--- src/rtl/wb_regfile_if.sv ---
// rtl/wb_regfile_if.sv - writeback bundle, decode read ports and retire state of the register file
//
// Carries the MEM/WB writeback slot (wb_reg_write, wb_dest, wb_data, wb_pc),
// the two decode read ports (rs1/rs2 address in, data out) and the
// architectural retire state (retire_cnt, last_pc, retire_pulse).
// master: pipeline side (drives writeback slot and read addresses)
// slave : register file side (drives read data and retire state)
interface wb_regfile_if #(
  parameter int DATA_W = 32,
  parameter int ADDR_W = 4,
  parameter int CNT_W  = 32
);
  logic              wb_reg_write;
  logic [ADDR_W-1:0] wb_dest;
  logic [DATA_W-1:0] wb_data;
  logic [31:0]       wb_pc;
  logic [ADDR_W-1:0] rs1_addr;
  logic [ADDR_W-1:0] rs2_addr;
  logic [DATA_W-1:0] rs1_data;
  logic [DATA_W-1:0] rs2_data;
  logic [CNT_W-1:0]  retire_cnt;
  logic [31:0]       last_pc;
  logic              retire_pulse;

  modport master (
    output wb_reg_write, wb_dest, wb_data, wb_pc, rs1_addr, rs2_addr,
    input  rs1_data, rs2_data, retire_cnt, last_pc, retire_pulse
  );

  modport slave (
    input  wb_reg_write, wb_dest, wb_data, wb_pc, rs1_addr, rs2_addr,
    output rs1_data, rs2_data, retire_cnt, last_pc, retire_pulse
  );
endinterface

--- src/rtl/wb_regfile.sv ---
// rtl/wb_regfile.sv - writeback-stage 16-entry register file with bypassed reads and retire tracking
//
// Ports:
//   clk   - single clock, all state updates on the rising edge
//   reset - asynchronous active-low reset
//   bus   - wb_regfile_if.slave: writeback slot in, two combinational
//           read ports out, retire counter / last retired PC / retire pulse out
module wb_regfile #(
  parameter int          DATA_W    = 32,
  parameter int          ADDR_W    = 4,
  parameter int          CNT_W     = 32,
  parameter logic [31:0] BUBBLE_PC = 32'hFFFF_FFFF
) (
  input  logic         clk,
  input  logic         reset,
  wb_regfile_if.slave  bus
);

  localparam int NREG = 1 << ADDR_W;

  // Entry 0 is never written, so it stays at its reset value of zero; reads
  // of index 0 are forced to zero anyway so that a bypassed R0 write is hidden.
  logic [DATA_W-1:0] regs [NREG];

  logic              wr_en;
  logic              retire;
  logic [CNT_W-1:0]  retire_cnt_q;
  logic [31:0]       last_pc_q;
  logic              retire_pulse_q;

  assign wr_en  = bus.wb_reg_write && (bus.wb_dest != '0);
  // Enable is deliberately not gated by the bubble marker: the pipeline owns
  // clearing wb_reg_write on bubbles.
  assign retire = (bus.wb_pc != BUBBLE_PC);

  always_ff @(posedge clk or negedge reset) begin
    if (!reset) begin
      for (int i = 0; i < NREG; i++) begin
        regs[i] <= '0;
      end
    end else if (wr_en) begin
      regs[bus.wb_dest] <= bus.wb_data;
    end
  end

  // Retire state counts every non-bubble slot, stores and branches included.
  always_ff @(posedge clk or negedge reset) begin
    if (!reset) begin
      retire_cnt_q   <= '0;
      last_pc_q      <= BUBBLE_PC;
      retire_pulse_q <= 1'b0;
    end else begin
      retire_pulse_q <= retire;
      if (retire) begin
        retire_cnt_q <= retire_cnt_q + 1'b1;
        last_pc_q    <= bus.wb_pc;
      end
    end
  end

  // Read ports: zero for R0, then same-cycle bypass of the presented write,
  // otherwise the array.
  always_comb begin
    bus.rs1_data = '0;
    if (bus.rs1_addr != '0) begin
      if (bus.wb_reg_write && (bus.wb_dest == bus.rs1_addr)) begin
        bus.rs1_data = bus.wb_data;
      end else begin
        bus.rs1_data = regs[bus.rs1_addr];
      end
    end
  end

  always_comb begin
    bus.rs2_data = '0;
    if (bus.rs2_addr != '0) begin
      if (bus.wb_reg_write && (bus.wb_dest == bus.rs2_addr)) begin
        bus.rs2_data = bus.wb_data;
      end else begin
        bus.rs2_data = regs[bus.rs2_addr];
      end
    end
  end

  assign bus.retire_cnt   = retire_cnt_q;
  assign bus.last_pc      = last_pc_q;
  assign bus.retire_pulse = retire_pulse_q;

endmodule

--- src/flat_wrapper.sv ---
// flat-port wrapper written by rule: the top's interface ports become plain ports
module wb_regfile_flat 
#(
  parameter int          DATA_W    = 32,
  parameter int          ADDR_W    = 4,
  parameter int          CNT_W     = 32,
  parameter logic [31:0] BUBBLE_PC = 32'hFFFF_FFFF
)
  (clk, reset, bus_wb_reg_write, bus_wb_dest, bus_wb_data, bus_wb_pc, bus_rs1_addr, bus_rs2_addr, bus_rs1_data, bus_rs2_data, bus_retire_cnt, bus_last_pc, bus_retire_pulse);
  wb_regfile_if #(.DATA_W(DATA_W), .ADDR_W(ADDR_W), .CNT_W(CNT_W)) bus_i ();
  input  logic clk;
  input  logic reset;
  input wire logic [$bits(bus_i.wb_reg_write)-1:0] bus_wb_reg_write;
  input wire logic [$bits(bus_i.wb_dest)-1:0] bus_wb_dest;
  input wire logic [$bits(bus_i.wb_data)-1:0] bus_wb_data;
  input wire logic [$bits(bus_i.wb_pc)-1:0] bus_wb_pc;
  input wire logic [$bits(bus_i.rs1_addr)-1:0] bus_rs1_addr;
  input wire logic [$bits(bus_i.rs2_addr)-1:0] bus_rs2_addr;
  output wire logic [$bits(bus_i.rs1_data)-1:0] bus_rs1_data;
  output wire logic [$bits(bus_i.rs2_data)-1:0] bus_rs2_data;
  output wire logic [$bits(bus_i.retire_cnt)-1:0] bus_retire_cnt;
  output wire logic [$bits(bus_i.last_pc)-1:0] bus_last_pc;
  output wire logic [$bits(bus_i.retire_pulse)-1:0] bus_retire_pulse;
  assign bus_i.wb_reg_write = bus_wb_reg_write;
  assign bus_i.wb_dest = bus_wb_dest;
  assign bus_i.wb_data = bus_wb_data;
  assign bus_i.wb_pc = bus_wb_pc;
  assign bus_i.rs1_addr = bus_rs1_addr;
  assign bus_i.rs2_addr = bus_rs2_addr;
  assign bus_rs1_data = bus_i.rs1_data;
  assign bus_rs2_data = bus_i.rs2_data;
  assign bus_retire_cnt = bus_i.retire_cnt;
  assign bus_last_pc = bus_i.last_pc;
  assign bus_retire_pulse = bus_i.retire_pulse;
  wb_regfile #(.DATA_W(DATA_W), .ADDR_W(ADDR_W), .CNT_W(CNT_W), .BUBBLE_PC(BUBBLE_PC)) u_core (.clk(clk), .reset(reset), .bus(bus_i));
endmodule
--- config.mk ---
export PLATFORM = sky130hd
export DESIGN_NAME = wb_regfile_flat
export DESIGN_NICKNAME = d
export VERILOG_FILES = /design/src/rtl/wb_regfile_if.sv /design/src/rtl/wb_regfile.sv /design/src/flat_wrapper.sv
export SDC_FILE = /design/constraint.sdc
export NUM_CORES = 1
export LEC_CHECK = 0
export CAP_MARGIN = 5
export CORE_ASPECT_RATIO = 1.25
export CORE_UTILIZATION = 35
export CTS_BUF_LIST = sky130_fd_sc_hd__clkbuf_8 sky130_fd_sc_hd__clkbuf_16
export CTS_CLUSTER_SIZE = 40
export DETAILED_ROUTE_END_ITERATION = 8
export GPL_TIMING_DRIVEN = 0
export HOLD_SLACK_MARGIN = 0.03
export RECOVER_POWER = 50
export SLEW_MARGIN = 15
export SYNTH_ARGS = -nofsm -noshare
export SYNTH_HDL_FRONTEND = slang
export SYNTH_SLANG_ARGS = --single-unit
--- constraint.sdc ---
create_clock -name clk -period 8 [get_ports clk]
set_clock_uncertainty 0.2 [all_clocks]
set_input_delay 1.6 -clock clk [delete_from_list [all_inputs] [get_ports clk]]
set_output_delay 1.6 -clock clk [all_outputs]
set_load 0.05 [all_outputs]
==> metrics.txt <==
largest net degree at the start of global routing=between 100 and 150; Synth area leaders=dfrtp_1 (46%), mux4_2 (19%), mux2_2 (17%); Critical Path Source=bus_wb_dest[1]; Worst path top cell family by delay=buffers and inverters; Die Wd=263 µm; H-tree lvl count=2; # fillers=7676; worst path bufs/invs=4; worst skew pair latency=0.63 ns; number of synthesized flops with an enable pin=0; CP Cell Sequence=dlygate4sd3_1, clkbuf_1, nor2_1, o21ai_0, o31a_1, buf_2, a22o_1, clkdlybuf4s50_1; wire length per cell=27.8 µm; worst hold path class=flop to flop; top cell type by total area after synthesis=dfrtp_1; Reg area=0.0145 mm²; post-synthesis sequential area ratio=48.5%; worst slew pin tran=5.34 ns; Post-Route WL=94100 µm; Root Buffer=clkbuf_16; clk buf depth=3; CORE AREA=0.0843 mm²; combinational power share=25.2%; top cell type's share of synthesized area=45.7%; worst-path fanout max=10; final-stage net count=between 2000 and 2500; CTS Buf Count=61; input/output buffers=200; multi-input logic area=0.0143 mm²; Post-Synth XOR/XNOR Area=1.09%; VDD IR-drop max=179 µV; Critical-path top delay cell=clkdlybuf4s50_1; Placement Rows=119; mapped cell area=0.0298 mm²; detailed-route via count=between 15000 and 20000; TritonRoute pass-1 iters=6; # DRC=0; Setup TNS Final=0 ns; Seq pwr share=43.0%; Syn Nets=around 2100; compound-cell area share of the yosys netlist=roughly 5.4%; # resized after CTS=0; leakage=0.0145 µW; Switching Fraction=29.8%; largest family of logic cells by synthesized area=multiplexers; die footprint=0.0864 mm²; final setup fails=0; initial antenna violation count=6; Area Growth Syn to Fin=18.5%; hold buffer count at cts=0; Slew Limit Fails=89; mux contribution to synthesized area=38.7%; worst setup path class=input pin to output pin; clock share of power=31.7%; CTS tree=built; power density over the cells=around 260 mW/mm²; share of layout cells above drive strength 1=41.1%; Final Util=42.0%; number of global-route vias before repair=21600; design area=0.0354 mm²; fraction of the mapped netlist area in simple logic gates=under 10%; Final Cycle Share=83.8%; slowest stage delay, CP=about 0.86 ns; Post-synth top cells=dfrtp_1 (545), mux2_2 (450), mux4_2 (256); adder-cell share of the synthesized area=less than 1%; #FFs+latches synth=577; post-DP HPWL=64600 µm; unrepaired setup endpoints after global routing=no; Top Ports=208; Final Instance Count excl. Fillers=~3400; Synth cell types=40; placed cell count=3276; synthesized area per cell=~15 µm²; FMAX=149 MHz; dpl cell area=0.0333 mm²; Main synth FF type=dfrtp_1; Final ANT Viol Nets=0; failing checks=capacitance limit, slew limit; GPL Wtd Cong=0.885; r2r startpoint=u_core.bus.retire_cnt[2]$_DFFE_PN0P_; crit path DAT=roughly 4.9 ns; CP required=6.20 ns; Die Y=328 µm; Hold Crit Start=u_core.bus.retire_cnt[31]$_DFFE_PN0P_; minimum clock period=6.71 ns; first-pass GRT wire length=140000 µm; Hold Violations, Final=0; all-layer global routing usage=a little over a fifth; Max-slew headroom=-256%; max-cap violations=1; Synth Warn #=0; most common cell in the netlist=dfrtp_1; global route overflow=0; CP endpoint kind=output pin; asr flop ratio synth=100%; Via density=approximately 5.9; Post-Syn Instances=about 2000; status=complete, but fails checks; P_int=6380 µW; switching power=around 2700 µW; Starting Density=35.4%; clk slew on worst S/H paths=0.06 ns; clock sinks=577; # Post-CTS Setup Buffers=0; Worst Setup Start Kind=input pin; DR iter-0 viols=1534
[path summary, 6_finish.rpt]
kind                       slack [ns]  depth (start not counted)                                    end
min in group asynchronous        2.71                          1           u_core.regs[496]$_DFFE_PN0P_
min reg2reg                      0.28                          1  u_core.bus.retire_cnt[31]$_DFFE_PN0P_
max in group asynchronous        1.93                          1           u_core.regs[372]$_DFFE_PN0P_
max reg2reg                      5.49                          5  u_core.bus.retire_cnt[21]$_DFFE_PN0P_
min                              0.28                          1  u_core.bus.retire_cnt[31]$_DFFE_PN0P_
max                              1.29                          8                        bus_rs2_data[0]
[per-layer routing]
| layer | wire [µm] | up-vias | global-route usage, % |
|---|---|---|---|
| li1 | - | 8168 | - |
| met1 | 36500 | 10600 | 27.0 |
| met2 | 45800 | 882 | 36.3 |
| met3 | 8000 | 233 | 5.93 |
| met4 | 3780 | 8 | 9.03 |
| met5 | 37 | - | 0 |
[cell usage in the layout, fill, tap and decap left out, drive strengths merged, types with 2 or more instances in the layout]
cell / n
dfrtp: 545
mux2: 513
mux4: 256
clkdlybuf4s50: 196
clkbuf: 192
a22oi: 124
buf: 112
nand2: 79
a22o: 64
dfstp: 32
xnor2: 30
nor2: 19
inv: 17
nand4: 16
nand3: 12
clkinv: 12
and3: 8
xor2: 7
and2: 7
and4: 5
nor2b: 5
clkinvlp: 5
o21ai: 4
nand2b: 4
bufinv: 4
a211oi: 3
nand3b: 3
or3: 3
dlygate4sd3: 3
nor4: 3
a21boi: 3
or2: 2
o31a: 2
o22ai: 2
[per-stage QoR]
step	worst slack, ns	hold WS, ns	power, µW
2_1_floorplan	2.99	0.241	5480
3_3_place_gp	-20.02	0.252	6120
3_5_place_dp	1.47	0.264	6240
4_1_cts	1.46	0.282	9160
5_1_grt	0.954	0.297	9480
6_report	1.29	0.281	9090
[power groups by stage]
| stage | Clock, µW | Sequential [µW] | Combinational, µW |
|---|---|---|---|
| finish | 2890 | 3910 | 2290 |
| global route | 3060 | 3990 | 2430 |
| CTS | 2960 | 3900 | 2300 |
| detailed placement | 0 | 3950 | 2290 |
| global placement | 0 | 3890 | 2230 |
| floorplan | 0 | 3840 | 1640 |
[cells by family (layout without fill, tap and decap cells)]
logic type	count (synthesis)	after routing
AOI/OAI and AO/OA	204	204
adders and majority gates	1	1
and+or+nand+nor	168	168
xor gates and xnor gates	37	37
DFF	577	577
other	0	1
muxes	769	769
buffers and inverters	226	541
[final cells by class]
class	count	area share, %
plain buffers	222	2.97
clock inverters	34	0.821
well taps	1089	3.85
diodes	1	0.00708
inverters	4	0.0425
multi-input cells	1179	40.4
flip-flops and latches	577	40.9
clock buffers	76	4.90
repair buffers	205	6.03
[state kept, by name, indices dropped and copies added (netlist names)]
register	count
u_core.bus.retire_cnt	32
u_core.bus.retire_pulse	1
u_core.regs	512
u_core.bus.last_pc	32
(Power assumes the default switching activity.)
